===== src/rtl/alu_issue.sv =====
// ALU issue stage: RV32 OP/OP-IMM decode feeding a 2-entry in-order FIFO.
// Define ALU_ISSUE_SLT_EN to also decode SLT/SLTU/SLTI/SLTIU.
module alu_issue #(
  parameter int XLEN = 32
) (
  input  logic            clk,
  input  logic            rst,
  input  logic            in_valid,
  output logic            in_ready,
  input  logic [31:0]     in_instr,
  input  logic [XLEN-1:0] in_rs1_val,
  input  logic [XLEN-1:0] in_rs2_val,
  input  logic            flush,
  output logic            out_valid,
  input  logic            out_ready,
  output logic [XLEN-1:0] alu_a,
  output logic [XLEN-1:0] alu_b,
  output logic [3:0]      alu_ctrl,
  output logic [4:0]      rd,
  output logic            illegal
);

  typedef struct packed {
    logic [XLEN-1:0] a;
    logic [XLEN-1:0] b;
    logic [3:0]      ctrl;
    logic [4:0]      rd;
    logic            ill;
  } entry_t;

  localparam logic [3:0] C_ADD = 4'b0000;
  localparam logic [3:0] C_SUB = 4'b0001;
  localparam logic [3:0] C_AND = 4'b0010;
  localparam logic [3:0] C_OR  = 4'b0011;
  localparam logic [3:0] C_XOR = 4'b0100;
  localparam logic [3:0] C_SLL = 4'b0101;
  localparam logic [3:0] C_SRL = 4'b0110;
  localparam logic [3:0] C_SRA = 4'b0111;
`ifdef ALU_ISSUE_SLT_EN
  localparam logic [3:0] C_SLT  = 4'b1000;
  localparam logic [3:0] C_SLTU = 4'b1001;
`endif
  localparam logic [3:0] C_ILL = 4'b1111;

  localparam logic [6:0] OPC_OP  = 7'b0110011;
  localparam logic [6:0] OPC_IMM = 7'b0010011;
  localparam logic [6:0] F7_0    = 7'b0000000;
  localparam logic [6:0] F7_1    = 7'b0100000;

  logic [6:0] opc;
  logic [2:0] f3;
  logic [6:0] f7;
  logic       is_op;
  logic       is_imm;
  logic [XLEN-1:0] imm_sx;
  logic [XLEN-1:0] shamt;
  logic       unused_rs1_idx;
  entry_t     dec;

  assign opc    = in_instr[6:0];
  assign f3     = in_instr[14:12];
  assign f7     = in_instr[31:25];
  assign is_op  = (opc == OPC_OP);
  assign is_imm = (opc == OPC_IMM);
  assign imm_sx = {{(XLEN-12){in_instr[31]}}, in_instr[31:20]};
  assign shamt  = {{(XLEN-5){1'b0}}, in_instr[24:20]};
  assign unused_rs1_idx = ^in_instr[19:15];

  always_comb begin
    dec      = '0;
    dec.a    = in_rs1_val;
    dec.b    = in_rs2_val;
    dec.rd   = in_instr[11:7];
    dec.ctrl = C_ILL;
    unique case (1'b1)
      is_op: begin
        case ({f7, f3})
          {F7_0, 3'b000}: dec.ctrl = C_ADD;
          {F7_0, 3'b001}: dec.ctrl = C_SLL;
          {F7_0, 3'b100}: dec.ctrl = C_XOR;
          {F7_0, 3'b101}: dec.ctrl = C_SRL;
          {F7_0, 3'b110}: dec.ctrl = C_OR;
          {F7_0, 3'b111}: dec.ctrl = C_AND;
`ifdef ALU_ISSUE_SLT_EN
          {F7_0, 3'b010}: dec.ctrl = C_SLT;
          {F7_0, 3'b011}: dec.ctrl = C_SLTU;
`endif
          {F7_1, 3'b000}: dec.ctrl = C_SUB;
          {F7_1, 3'b101}: dec.ctrl = C_SRA;
          default: ;
        endcase
      end
      is_imm: begin
        dec.b = imm_sx;
        case (f3)
          3'b000: dec.ctrl = C_ADD;
          3'b100: dec.ctrl = C_XOR;
          3'b110: dec.ctrl = C_OR;
          3'b111: dec.ctrl = C_AND;
`ifdef ALU_ISSUE_SLT_EN
          3'b010: dec.ctrl = C_SLT;
          3'b011: dec.ctrl = C_SLTU;
`endif
          3'b001: begin
            dec.b = shamt;
            if (f7 == F7_0) dec.ctrl = C_SLL;
          end
          3'b101: begin
            dec.b = shamt;
            if (f7 == F7_0)      dec.ctrl = C_SRL;
            else if (f7 == F7_1) dec.ctrl = C_SRA;
          end
          default: ;
        endcase
      end
      default: ;
    endcase
    dec.ill = (dec.ctrl == C_ILL);
  end

  entry_t     mem [2];
  logic       rd_ptr;
  logic       wr_ptr;
  logic [1:0] count;
  logic       push;
  logic       pop;

  // in_ready depends on registered count only
  assign in_ready  = (count < 2'd2);
  assign out_valid = (count != 2'd0);
  assign push = in_valid & in_ready & ~flush;
  assign pop  = out_valid & out_ready & ~flush;

  always_ff @(posedge clk or posedge rst) begin
    if (rst) begin
      mem[0] <= '0;
      mem[1] <= '0;
      rd_ptr <= 1'b0;
      wr_ptr <= 1'b0;
      count  <= 2'd0;
    end else if (flush) begin
      rd_ptr <= 1'b0;
      wr_ptr <= 1'b0;
      count  <= 2'd0;
    end else begin
      if (push) begin
        mem[wr_ptr] <= dec;
        wr_ptr      <= ~wr_ptr;
      end
      if (pop) rd_ptr <= ~rd_ptr;
      count <= count + {1'b0, push} - {1'b0, pop};
    end
  end

  assign alu_a    = mem[rd_ptr].a;
  assign alu_b    = mem[rd_ptr].b;
  assign alu_ctrl = mem[rd_ptr].ctrl;
  assign rd       = mem[rd_ptr].rd;
  assign illegal  = mem[rd_ptr].ill;

endmodule


===== config.mk =====
export PLATFORM = sky130hd
export DESIGN_NAME = alu_issue
export DESIGN_NICKNAME = d
export VERILOG_FILES = /design/src/rtl/alu_issue.sv
export SDC_FILE = /design/constraint.sdc
export NUM_CORES = 1
export LEC_CHECK = 0
export CORE_MARGIN = 2
export CORE_UTILIZATION = 49
export DETAILED_ROUTE_END_ITERATION = 6
export HOLD_SLACK_MARGIN = 0.15
export PLACE_DENSITY = 0.79
export SKIP_LAST_GASP = 1
export SLEW_MARGIN = 10
export SYNTH_ARGS = -nofsm -noshare
export SYNTH_HDL_FRONTEND = slang
export SYNTH_SLANG_ARGS = --single-unit

===== constraint.sdc =====
create_clock -name clk -period 6.3 [get_ports clk]
set_clock_uncertainty 0.15 [all_clocks]
set_input_delay 1.26 -clock clk [delete_from_list [all_inputs] [get_ports clk]]
set_output_delay 1.26 -clock clk [all_outputs]
set_load 0.01 [all_outputs]

==> flow_summary_export.csv <==
group,metric,value,unit
outcome,outcome,"finished, final reports clean",
synthesis,yosysWarningCount,0,
worst_hold_path,timing.hold.worst.class,"reg2reg",
worst_hold_path,hold_path_depth,2,
worst_hold_path,whs_endpoint,"mem[50]$_DFFE_PP0P_",
timing,rsz_0062_raised_after_global_routing,"false",
final_layout,num-nets-final,925,
die,placeableCoreArea,13900,sq um
critical_path,setup.reg_to_reg.worst_slack,3.72,ns
synthesis,synth_top_cell_by_area,"sky130_fd_sc_hd__dfrtp_1",
die,die_height,123,microns
critical_path,start_kind,"flop",
routing,totalWireLength,17.3,mm
die,fp.dieArea,15200,sq um
clock_network,root_buffer,"sky130_fd_sc_hd__clkbuf_16",
die,initial_utilization,50.3,%
critical_path,critical_path.reg2reg.startpoint,"count[1]$_DFF_PP0_",
clock_network,cts.sinks,152,
placed_design,io_buffer_count,171,
routing,antenna_left,0,
synthesis,post_syn_area_per_cell,10.4,sq um
routing,drt_pass1_iterations,4,
critical_path,path_delay_family,"flip-flops",
routing,detail_route.wl_per_cell,17.0,microns
die,io_pins,177,
critical_path,timing.critical_path.fanout_max,75,
clock_network,postCtsResizedCells,0,
job,drv.max_cap_violation_count,0,
timing,post-route-worst-setup-slack,2.34,ns
synthesis,synth_top_area_share,54.5,%
timing,maxClockFrequency,252,MHz
critical_path,worst_path_largest_cell_delay,1.16,ns
synthesis,ys_ff_latch,152,
final_layout,layout_filler_cell_count,1048,
clock_network,cts.reportedPaths.clkPinSlew,0.06,ns
timing,timing.setup.tns,0,ns
clock_network,cts_buffers,17,
grt,grt_antenna_before_repair,0,
timing,finalHoldViolations,0,
final_layout,drive_above_1_share,19.0,%
power,power.leakage,4.06,nW
timing,period_share,62.9,%
grt,via_count_of_the_first_global_routing_pass,5783,
critical_path,critical_path_required,4.89,ns
grt,gr-usage-all-layers,24.1,%
synthesis,yosysSeqAreaShare,54.5,%
clock_network,postCtsHoldBufs,0,
routing,initial_drc_count,322,
critical_path,reg2reg_depth,5,
synthesis,yosys-top-cells-area,"sky130_fd_sc_hd__dfrtp_1 55%, sky130_fd_sc_hd__mux2_2 18%, sky130_fd_sc_hd__nand2_1 8.4%, sky130_fd_sc_hd__a21oi_1 4.2%, sky130_fd_sc_hd__nor2_1 2.7%",
critical_path,timing.critical_path.slowest_stage_cell,"sky130_fd_sc_hd__dfrtp_4",
critical_path,path_cells,"mux2_2 > clkdlybuf4s50_1",
synthesis,number_of_instances_in_the_synthesized_netlist,672,
routing,drc,0,
timing,worst-slew-pin-transition,1.20,ns
synthesis,ys_async_sr_fraction,100,%
synthesis,ys.flop_type,"sky130_fd_sc_hd__dfrtp_1",
grt,global_route_wire_length_before_repair,28.0,mm
critical_path,arrival,2.55,ns
grt,grt_start_max_net_pins,107,
timing,timing.max_slew.rel_slack,19.8,%
clock_network,clock_tree.buffer_depth,2,
clock_network,clock_insertion_delay_at_the_later_pin_of_the_skew_report,0.41,ns
timing,setup_viol,0,
critical_path,regToRegEndpoint,"mem[77]$_DFFE_PP0P_",
final_layout,n_antenna_cell,0,
die,rows,43,
timing,final_period_minus_worst_setup_slack,3.96,ns
final_layout,area_growth_syn_to_layout,34.6,%
synthesis,post_synth_instance_area,6980,sq um
synthesis,synth-edff-count,0,
die,die_width,123,microns
critical_path,critical_path_type,"reg2out",
critical_path,cp.buffers_inverters,1,
power,pwr_density_cell,421,nW/um^2
clock_network,cts_tree,"yes",
synthesis,postSynthNetCount,775,
placed_design,gp_congestion,0.822,
routing,drt-vias-per-instance,5.35,
power,worst_vdd_drop,0.184,mV
timing,finalMaxSlewViolations,0,
clock_network,clock_tree.htree_level_count,4,
clock_network,postCtsSetupBuffers,0,
synthesis,count_of_unique_library_cells_instantiated_by_yosys,42,
worst_hold_path,hold_path_origin,"mem[50]$_DFFE_PP0P_",
grt,grt.overflow.total,0,
routing,dr_total_vias,5435,
placed_design,detailedPlace.worstSlack,2.31,ns
critical_path,setup_crit_end_kind,"output pin",
placed_design,dp_hpwl,11.4,mm
## through the flow
stage / total power, mW / cell area [sq um] / utilization [%] / hold WS (ns) / instances
2_1_floorplan: 2.28 / 6980 / - / 0.290 / 672
3_3_place_gp: 2.87 / 8790 / 63.3 / 0.301 / 983
3_5_place_dp: 2.95 / 8790 / 63.3 / 0.307 / 983
4_1_cts: 3.99 / 9390 / 67.6 / 0.321 / 1015
5_1_grt: 4.20 / 9390 / 67.6 / 0.344 / 1015
6_report: 3.95 / 9390 / 67.6 / 0.318 / 1015
## cells in the mapped netlist, drive strengths merged, types with 3 or more instances
cell type    n
a21oi       61
a31oi        4
buf         13
clkbuf      33
dfrtp      152
inv          5
mux2       111
mux2i        5
nand2      156
nand2b       4
nor2        50
nor2b        3
o21a         7
o21ai       40
xnor2        3
## layout make-up
class                      count  area (sq um)  area share, %
inverter                       5          23.8          0.253
timing repair buffer         177          1760           18.7
clock buffer                  18           439           4.68
tap                          180           225           2.40
multi-input combinational    469          2980           31.7
clock inverter                14           155           1.65
sequential                   152          3810           40.6
## layout by cell type, fill, tap and decap left out, drive strengths merged, types with 3 or more instances in the layout
cell,count
o21ai,40
mux2i,5
nand2,156
a21oi,61
nor2,50
clkinv,9
o21a,7
clkbuf,18
buf,6
clkdlybuf4s50,171
xnor2,3
bufinv,3
a31oi,4
nand2b,4
mux2,111
nor2b,3
inv,6
dfrtp,152
## worst max path at each step
| stage | startpoint | slack [ns] | end | depth (start not counted) |
|---|---|---|---|---|
| global route | rd_ptr$_DFFE_PP0P_ | 2.23 | illegal | 2 |
| CTS | rd_ptr$_DFFE_PP0P_ | 2.32 | alu_b[12] | 2 |
| floorplan | rst | 0.80 | count[0]$_DFF_PP0_ | 1 |
| detailed placement | in_instr[5] | 2.31 | mem[10]$_DFFE_PP0P_ | 6 |
| global placement | in_instr[5] | 2.34 | mem[10]$_DFFE_PP0P_ | 6 |
| finish | rd_ptr$_DFFE_PP0P_ | 2.34 | illegal | 2 |
## layer usage
| metal | GRT usage [%] | part of all wire [%] | vias to the layer above |
|---|---|---|---|
| li1 | - | - | 2568 |
| met1 | 27.5 | 40 | 2701 |
| met2 | 43.1 | 53 | 132 |
| met3 | 4.43 | 3.9 | 34 |
| met4 | 11.8 | 2.9 | 0 |
| met5 | 0 | 0 | - |
## power by group
part,switching (mW),internal [mW],total [mW]
clock,0.392,0.628,1.02
combinational,0.546,0.790,1.34
sequential,0.236,1.36,1.60
total,1.17,2.78,3.95
## tightest hold or removal path, stage by stage (launching register included)
cell and delay (ns):
sky130_fd_sc_hd__dfrtp_1 0.33, sky130_fd_sc_hd__nand2_1 0.05, sky130_fd_sc_hd__nand2_1 0.05
## logic make-up after synthesis
group / Yosys count / synth area share (%)
adders and majority gates: 2 / 0.359
buffers and inverters: 51 / 3.10
and+or+nand+nor: 225 / 13.1
muxes: 116 / 18.6
xor gates and xnor gates: 5 / 0.628
AOI/OAI and AO/OA: 121 / 9.61
DFF: 152 / 54.5
## state kept, by name (all words and copies together), names as in the netlist
name and cells:
mem 148, rd_ptr 1, count 2, wr_ptr 1
No activity file was read; power rests on OpenSTA's default activity.
